--- config.mk ---
export PLATFORM = sky130hd
export DESIGN_NAME = gtp_wr_scheduler_flat
export DESIGN_NICKNAME = d
export VERILOG_FILES = /design/src/rtl/gtp_wr_scheduler_pkg.sv /design/src/rtl/gtp_wr_scheduler_if.sv /design/src/rtl/gtp_wr_scheduler_rr_arbiter4.sv /design/src/rtl/gtp_wr_scheduler.sv /design/src/flat_wrapper.sv
export SDC_FILE = /design/constraint.sdc
export NUM_CORES = 1
export LEC_CHECK = 0
export BUFFER_PORTS_ARGS = -buffer_cell sky130_fd_sc_hd__buf_2
export CAP_MARGIN = 20
export CORE_MARGIN = 8
export CORE_UTILIZATION = 45
export CTS_CLUSTER_DIAMETER = 60
export DETAILED_ROUTE_END_ITERATION = 6
export PLACE_DENSITY = 0.91
export SLEW_MARGIN = 20
export SYNTH_ARGS = -nofsm -noshare
export SYNTH_HDL_FRONTEND = slang
export SYNTH_SLANG_ARGS = --single-unit
--- constraint.sdc ---
create_clock -name wb_clk -period 3.7 [get_ports wb_clk]
set_input_delay 0.37 -clock wb_clk [delete_from_list [all_inputs] [get_ports wb_clk]]
set_output_delay 0.37 -clock wb_clk [all_outputs]
set_load 0.005 [all_outputs]
--- src/rtl/gtp_wr_scheduler_pkg.sv ---
// ---------------------------------------------------------------------------
// gtp_wr_scheduler_pkg
// Shared definitions for the GTP -> MCB write scheduler and the port-0
// controller: scheduler state encoding, MCB command opcodes, and the
// channel count.
// ---------------------------------------------------------------------------
package gtp_wr_scheduler_pkg;

    typedef enum logic [1:0] {
        ST_IDLE = 2'd0,
        ST_XFER = 2'd1,
        ST_CMD  = 2'd2
    } state_t;

    // MCB command opcodes (write / read with auto-precharge)
    localparam logic [2:0] MCB_INSTR_WR_AP = 3'b010;
    localparam logic [2:0] MCB_INSTR_RD_AP = 3'b011;

    localparam int NCH = 4;

    // One-hot decode of a 2-bit channel index
    function automatic logic [NCH-1:0] onehot4(input logic [1:0] idx);
        logic [NCH-1:0] v;
        v = '0;
        v[idx] = 1'b1;
        return v;
    endfunction

endpackage

--- src/rtl/gtp_wr_scheduler_if.sv ---
// ---------------------------------------------------------------------------
// gtp_wr_scheduler_if
// MCB port-2 (write-only) bus: write-data FIFO push side plus command FIFO.
//   master : the scheduler (drives strobes, data, command fields)
//   slave  : the memory controller (drives the two FIFO-full flags)
// ---------------------------------------------------------------------------
interface gtp_wr_scheduler_if;
    logic        mcb_wr_en;
    logic [31:0] mcb_wr_data;
    logic        mcb_wr_full;
    logic        mcb_cmd_en;
    logic [2:0]  mcb_cmd_instr;
    logic [5:0]  mcb_cmd_bl;
    logic [28:0] mcb_cmd_byte_addr;
    logic        mcb_cmd_full;

    modport master (
        output mcb_wr_en, mcb_wr_data, mcb_cmd_en, mcb_cmd_instr,
               mcb_cmd_bl, mcb_cmd_byte_addr,
        input  mcb_wr_full, mcb_cmd_full
    );

    modport slave (
        input  mcb_wr_en, mcb_wr_data, mcb_cmd_en, mcb_cmd_instr,
               mcb_cmd_bl, mcb_cmd_byte_addr,
        output mcb_wr_full, mcb_cmd_full
    );
endinterface

--- src/rtl/gtp_wr_scheduler_rr_arbiter4.sv ---
// ---------------------------------------------------------------------------
// gtp_wr_scheduler_rr_arbiter4  (rr_arbiter4)
// Purely combinational 4-way round-robin arbiter. Also used for read-side
// arbitration.
//   i_req   : request vector
//   i_last  : index of the most recently served requester
//   o_grant : first requester found searching from i_last+1 (mod 4)
//   o_valid : at least one request present
// ---------------------------------------------------------------------------
module gtp_wr_scheduler_rr_arbiter4 (
    input  logic [3:0] i_req,
    input  logic [1:0] i_last,
    output logic [1:0] o_grant,
    output logic       o_valid
);

    logic [1:0] w_idx;

    // Scan from the farthest candidate down to the nearest so the nearest
    // requester after i_last is the one left standing.
    always_comb begin
        o_grant = 2'd0;
        o_valid = 1'b0;
        w_idx   = 2'd0;
        for (int k = 4; k >= 1; k--) begin
            w_idx = i_last + 2'(k);
            if (i_req[w_idx]) begin
                o_grant = w_idx;
                o_valid = 1'b1;
            end
        end
    end

endmodule

--- src/rtl/gtp_wr_scheduler.sv ---
// ---------------------------------------------------------------------------
// gtp_wr_scheduler
// Shares MCB write port 2 between the four GTP receive channel buffers.
// A channel holding a full block is granted round-robin, BLOCK_LEN words are
// streamed into the MCB write FIFO, then one write-with-autoprecharge command
// is issued at the current ring-buffer address. Single clock domain (wb_clk).
//
// Ports:
//   wb_clk, wb_rst : clock, synchronous active-high reset
//   enable         : allow new grants (current block always completes)
//   ch_req[3:0]    : channel i holds >= BLOCK_LEN words
//   ch_dat[127:0]  : FWFT head word of channel i at [32i+31:32i]
//   ch_rd[3:0]     : one-hot pop strobe to the granted channel
//   mcb            : MCB port-2 write/command bus (master side)
//   rd_ptr         : consumer read byte address in the ring
//   wr_ptr         : next block write address
//   busy           : not idle
//   ring_full      : next block would overrun rd_ptr
//   blk_cnt        : blocks committed since reset (wraps)
// ---------------------------------------------------------------------------
module gtp_wr_scheduler
    import gtp_wr_scheduler_pkg::*;
#(
    parameter int          BLOCK_LEN = 16,
    parameter logic [28:0] ADDR_BASE = 29'h0000000,
    parameter logic [28:0] ADDR_SIZE = 29'h1000000
) (
    input  logic                   wb_clk,
    input  logic                   wb_rst,
    input  logic                   enable,
    input  logic [NCH-1:0]         ch_req,
    input  logic [NCH*32-1:0]      ch_dat,
    output logic [NCH-1:0]         ch_rd,
    gtp_wr_scheduler_if.master     mcb,
    input  logic [28:0]            rd_ptr,
    output logic [28:0]            wr_ptr,
    output logic                   busy,
    output logic                   ring_full,
    output logic [15:0]            blk_cnt
);

    localparam logic [28:0] BLK_BYTES = 29'(BLOCK_LEN * 4);
    localparam logic [29:0] ADDR_END  = {1'b0, ADDR_BASE} + {1'b0, ADDR_SIZE};
    localparam logic [6:0]  LAST_WORD = 7'(BLOCK_LEN - 1);

    state_t      r_state;
    state_t      w_state_nxt;
    logic [1:0]  r_grant;
    logic [1:0]  r_last;
    logic [6:0]  r_wcnt;
    logic [28:0] r_wr_ptr;
    logic [15:0] r_blk_cnt;

    logic [1:0]  w_arb_grant;
    logic        w_arb_valid;
    logic        w_start;
    logic        w_push;
    logic        w_cmd;
    logic [29:0] w_ptr_sum;
    logic [28:0] w_ptr_nxt;

    gtp_wr_scheduler_rr_arbiter4 u_arb (
        .i_req   (ch_req),
        .i_last  (r_last),
        .o_grant (w_arb_grant),
        .o_valid (w_arb_valid)
    );

    // Ring pointer advance with wrap back to the ring base
    assign w_ptr_sum = {1'b0, r_wr_ptr} + {1'b0, BLK_BYTES};
    assign w_ptr_nxt = (w_ptr_sum == ADDR_END) ? ADDR_BASE : w_ptr_sum[28:0];

    // An empty ring (rd == wr) is never full; otherwise full when the next
    // block would land on the consumer's read position.
    assign ring_full = (w_ptr_nxt == rd_ptr) && (rd_ptr != r_wr_ptr);

    always_comb begin
        w_state_nxt = r_state;
        w_start     = 1'b0;
        w_push      = 1'b0;
        w_cmd       = 1'b0;
        case (r_state)
            ST_IDLE: begin
                if (enable && w_arb_valid && !ring_full) begin
                    w_start     = 1'b1;
                    w_state_nxt = ST_XFER;
                end
            end
            ST_XFER: begin
                // Pop and push come from the same term so a word is moved
                // exactly once, and a full FIFO stalls both sides together.
                if (!mcb.mcb_wr_full) begin
                    w_push = 1'b1;
                    if (r_wcnt == LAST_WORD)
                        w_state_nxt = ST_CMD;
                end
            end
            ST_CMD: begin
                if (!mcb.mcb_cmd_full) begin
                    w_cmd       = 1'b1;
                    w_state_nxt = ST_IDLE;
                end
            end
            default: w_state_nxt = ST_IDLE;
        endcase
    end

    always_ff @(posedge wb_clk) begin
        if (wb_rst) begin
            r_state   <= ST_IDLE;
            r_grant   <= 2'd0;
            r_last    <= 2'd3;
            r_wcnt    <= 7'd0;
            r_wr_ptr  <= ADDR_BASE;
            r_blk_cnt <= 16'd0;
        end else begin
            r_state <= w_state_nxt;
            if (w_start) begin
                r_grant <= w_arb_grant;
                r_wcnt  <= 7'd0;
            end
            if (w_push)
                r_wcnt <= r_wcnt + 7'd1;
            if (w_cmd) begin
                r_wr_ptr  <= w_ptr_nxt;
                r_blk_cnt <= r_blk_cnt + 16'd1;
                r_last    <= r_grant;
            end
        end
    end

    assign ch_rd                 = w_push ? onehot4(r_grant) : '0;
    assign mcb.mcb_wr_en         = w_push;
    assign mcb.mcb_wr_data       = ch_dat[{r_grant, 5'b00000} +: 32];
    assign mcb.mcb_cmd_en        = w_cmd;
    assign mcb.mcb_cmd_instr     = MCB_INSTR_WR_AP;
    assign mcb.mcb_cmd_bl        = 6'(BLOCK_LEN - 1);
    assign mcb.mcb_cmd_byte_addr = r_wr_ptr;

    assign wr_ptr  = r_wr_ptr;
    assign busy    = (r_state != ST_IDLE);
    assign blk_cnt = r_blk_cnt;

endmodule

--- src/flat_wrapper.sv ---
// flat-port wrapper written by rule: the top's interface ports become plain ports
module gtp_wr_scheduler_flat import gtp_wr_scheduler_pkg::*;
#(
    parameter int          BLOCK_LEN = 16,
    parameter logic [28:0] ADDR_BASE = 29'h0000000,
    parameter logic [28:0] ADDR_SIZE = 29'h1000000
)
  (wb_clk, wb_rst, enable, ch_req, ch_dat, ch_rd, rd_ptr, wr_ptr, busy, ring_full, blk_cnt, mcb_mcb_wr_en, mcb_mcb_wr_data, mcb_mcb_cmd_en, mcb_mcb_cmd_instr, mcb_mcb_cmd_bl, mcb_mcb_cmd_byte_addr, mcb_mcb_wr_full, mcb_mcb_cmd_full);
  gtp_wr_scheduler_if mcb_i ();
  input  logic wb_clk;
  input  logic wb_rst;
  input  logic enable;
  input  logic [NCH-1:0] ch_req;
  input  logic [NCH*32-1:0] ch_dat;
  output logic [NCH-1:0] ch_rd;
  input  logic [28:0] rd_ptr;
  output logic [28:0] wr_ptr;
  output logic busy;
  output logic ring_full;
  output logic [15:0] blk_cnt;
  output wire logic [$bits(mcb_i.mcb_wr_en)-1:0] mcb_mcb_wr_en;
  output wire logic [$bits(mcb_i.mcb_wr_data)-1:0] mcb_mcb_wr_data;
  output wire logic [$bits(mcb_i.mcb_cmd_en)-1:0] mcb_mcb_cmd_en;
  output wire logic [$bits(mcb_i.mcb_cmd_instr)-1:0] mcb_mcb_cmd_instr;
  output wire logic [$bits(mcb_i.mcb_cmd_bl)-1:0] mcb_mcb_cmd_bl;
  output wire logic [$bits(mcb_i.mcb_cmd_byte_addr)-1:0] mcb_mcb_cmd_byte_addr;
  input wire logic [$bits(mcb_i.mcb_wr_full)-1:0] mcb_mcb_wr_full;
  input wire logic [$bits(mcb_i.mcb_cmd_full)-1:0] mcb_mcb_cmd_full;
  assign mcb_mcb_wr_en = mcb_i.mcb_wr_en;
  assign mcb_mcb_wr_data = mcb_i.mcb_wr_data;
  assign mcb_mcb_cmd_en = mcb_i.mcb_cmd_en;
  assign mcb_mcb_cmd_instr = mcb_i.mcb_cmd_instr;
  assign mcb_mcb_cmd_bl = mcb_i.mcb_cmd_bl;
  assign mcb_mcb_cmd_byte_addr = mcb_i.mcb_cmd_byte_addr;
  assign mcb_i.mcb_wr_full = mcb_mcb_wr_full;
  assign mcb_i.mcb_cmd_full = mcb_mcb_cmd_full;
  gtp_wr_scheduler #(.BLOCK_LEN(BLOCK_LEN), .ADDR_BASE(ADDR_BASE), .ADDR_SIZE(ADDR_SIZE)) u_core (.wb_clk(wb_clk), .wb_rst(wb_rst), .enable(enable), .ch_req(ch_req), .ch_dat(ch_dat), .ch_rd(ch_rd), .mcb(mcb_i), .rd_ptr(rd_ptr), .wr_ptr(wr_ptr), .busy(busy), .ring_full(ring_full), .blk_cnt(blk_cnt));
endmodule
==> impl_metrics.csv <==
group,metric,value,unit
timing,hold_viol_final,0,
global_routing,grt_pass1_vias,5460,
min_path,hold_start,"mcb_mcb_cmd_full",
placement,place_hpwl,17400,um
floorplan,die_area,0.0150,mm2
drt,drc_errors,0,
drt,firstDrtPassIters,5,
layout,area_growth,33.3,%
critical_path,start_kind,"flop",
synthesis,synth.area.mux_share,0.150,
pwr,powerDensity,307,mW/mm2
synthesis,syn_area,0.00508,mm2
synthesis,async_flop_share,0,
timing,slew_viol_final,0,
floorplan,placementRows,39,
clocking,cts.path.max_buffers,2,
drt,wl_per_cell,22.0,um
global_routing,grt_max_degree,54,
clocking,cts_made_buffers,9,
placement,placed_area,0.00637,mm2
critical_path,path_class,"flop to output pin",
synthesis,yosysUniqueCellTypes,73,
critical_path,reg2reg_from,"u_core.mcb.mcb_cmd_byte_addr[8]",
timing,worst_hold_slack,0.374,ns
floorplan,ios,289,
placement,port-buffer-count,279,
synthesis,synth_edf_count,0,
synthesis,yosysWarnings,0,
critical_path,required,3.33,ns
clocking,cts_tree,"done",
timing,setup_viol,0,
outcome,status,"completed",
timing,tightest_slew,0.859,ns
layout,design_area,0.00678,mm2
drt,via_per_inst,5.83,
layout,multi_input_area,0.00348,mm2
synthesis,ys_seq_area_frac,0.228,
layout,regArea,0.00116,mm2
synthesis,synth_seq_cells,58,
drt,ant_nets,0,
timing,slew_headroom,0.427,
layout,final_nets,996,
synthesis,synthSimpleGateAreaFrac,0.256,
clocking,clock_latency,0.32,ns
global_routing,track_usage,0.264,
timing,fmax,0.276,GHz
timing,layout_worst_path_cycle_share,0.978,
timing,fin_crit,3.62,ns
synthesis,synth_compound_area_frac,0.114,
drt,drt-total-wl,21500,um
global_routing,overflow,0,
global_routing,grt_antenna_before_repair,6,
timing,setup_tns,0,ns
synthesis,yosys.area_share.adder,0.00984,
floorplan,dieWidth,122,um
synthesis,synth_ff_type,"dfxtp_1",
drt,drtIter0Drc,534,
clocking,cts.sinks,58,
drt,num_vias,5706,
timing,skew,0.00848,ns
clocking,cts_root_buf,"clkbuf_16",
pwr,vdd_drop_max,0.250,mV
pwr,leakagePower,3.03,nW
synthesis,syn_area_per_cell,8.68,um2
synthesis,synth_top_family_by_area,"simple AND/OR/NAND/NOR gates",
synthesis,synth_xor_area_frac,0.137,
critical_path,worstSetupStartpoint,"u_core.mcb.mcb_cmd_byte_addr[6]",
job,maxCapViolCount,0,
min_path,min-delay-path-class,"input pin to flop",
critical_path,critPathArrivalTime,3.25,ns
placement,place.gp.congestion,0.974,
floorplan,start_util,0.453,
clocking,hold_buffers,0,
floorplan,die_h,122,um
synthesis,synthCells,586,
floorplan,coreArea,0.0112,mm2
critical_path,cp-end-kind,"output pin",
critical_path,crit_fanout,6,
layout,n_fill_cell,1009,
clocking,cts_max_level,3,
global_routing,grt_pass1_wl,30600,um
clocking,clkTransAtPathRegs,0.05,ns
layout,drive_above_1_share,0.454,
synthesized netlist by cell type (4+ instances only):
library cell / number / area share
nor2_1: 46 / 0.034
nor4_1: 17 / 0.021
xnor2_1: 41 / 0.071
nor2b_1: 12 / 0.015
nand2b_1: 5 / 0.0062
nand4_1: 23 / 0.028
and2_1: 4 / 0.0049
and4_1: 4 / 0.0069
buf_2: 6 / 0.0059
dfxtp_1: 58 / 0.23
nand3_1: 13 / 0.013
o221ai_1: 4 / 0.0069
ha_1: 4 / 0.0098
a211oi_1: 5 / 0.0074
mux4_2: 32 / 0.14
nor3_1: 12 / 0.012
clkbuf_1: 26 / 0.019
and3_1: 11 / 0.014
mux2i_1: 4 / 0.0079
inv_1: 9 / 0.0066
buf_4: 45 / 0.066
a21oi_1: 17 / 0.017
nand2_1: 51 / 0.038
xor2_1: 36 / 0.062
or3_1: 15 / 0.018
o21ai_0: 17 / 0.017
per-stage QoR:
stage	worst slack (ns)	power (mW)	util	cells
final	0.0822	2.08	0.604	978
after global routing	-0.0150	2.15	0.604	978
after CTS	0.0767	2.09	0.598	972
after detailed placement	0.165	1.17	0.567	956
after global placement	0.209	1.16	0.567	956
after floorplan	0.595	0.929	-	593
timing repair:
action	CTS	global route
setup endpoints to repair	1	1
resized for setup	4	6
gates cloned	0	0
setup buffers	0	2
pin swaps	0	1
logic make-up after synthesis:
logic type,after synthesis
DFF,58
other,2
and+or+nand+nor,237
muxes,36
AOI/OAI and AO/OA,79
adders and majority gates,4
buffers and inverters,92
xor gates and xnor gates,78
cell usage in the layout, fill, tap and decap left out, types with 4 or more instances in the layout:
master,count
diode_2,4
xnor2_1,41
mux2i_1,4
and2_1,4
conb_1,9
inv_1,9
nand2b_1,5
nor3_1,11
a211oi_1,5
and4_1,4
nor4_1,15
nor2b_1,12
and3_1,11
buf_4,24
or3_1,15
ha_1,4
nand4_1,23
o21ai_0,17
nand2_1,51
buf_2,279
a21oi_1,17
nand3_1,12
nor2_1,46
xor2_1,36
o221ai_1,4
mux4_2,32
clkbuf_16,9
dfxtp_1,56
flip-flops by register name, indices dropped and copies added (netlist names):
name,count
u_core.r_last,2
u_core.r_wcnt,7
u_core.r_grant,2
u_core.r_state,2
u_core.blk_cnt,16
u_core.mcb.mcb_cmd_byte_addr,29
cell type report:
class,instances,area share
Antenna cell,4,0.00148
Clock buffer,12,0.0378
Clock inverter,4,0.0109
Inverter,11,0.00609
Multi-Input combinational cell,443,0.513
Sequential cell,58,0.172
Tap cell,143,0.0264
Timing Repair Buffer,303,0.233
worst max-delay path, stage by stage (launching register included):
cell       delay (ns)
dfxtp_1          0.33
ha_1             0.30
nand3_2          0.25
or3_1            0.51
nor3b_1          0.33
o22ai_1          0.18
nor4_4           0.30
nand2_1          0.11
a2111oi_2        0.43
buf_2            0.19
report_power, final:
group	total, mW	internal (mW)	switching (mW)	leakage (nW)
registers	0.669	0.635	0.0339	0.469
logic	0.483	0.259	0.224	2.40
clock network	0.926	0.626	0.300	0.163
layer usage:
metal | track usage | share of wire | vias to the layer above
met3 | 0.0667 | 0.093 | 71
met1 | 0.278 | 0.35 | 2698
met4 | 0.122 | 0.044 | 2
met5 | 0 | 0.00056 | -
met2 | 0.486 | 0.52 | 362
li1 | - | - | 2573
final timing paths:
| path | endpoint | slack (ns) | depth (start not counted) |
|---|---|---|---|
| worst max-delay path | ring_full | 0.08 | 9 |
| worst min-delay path | u_core.r_state[1] | 0.37 | 3 |
| worst max register to register | u_core.r_state[0] | 0.55 | 9 |
| worst min register to register | u_core.blk_cnt[5] | 0.50 | 2 |
Power figures use the tool's default switching activity.
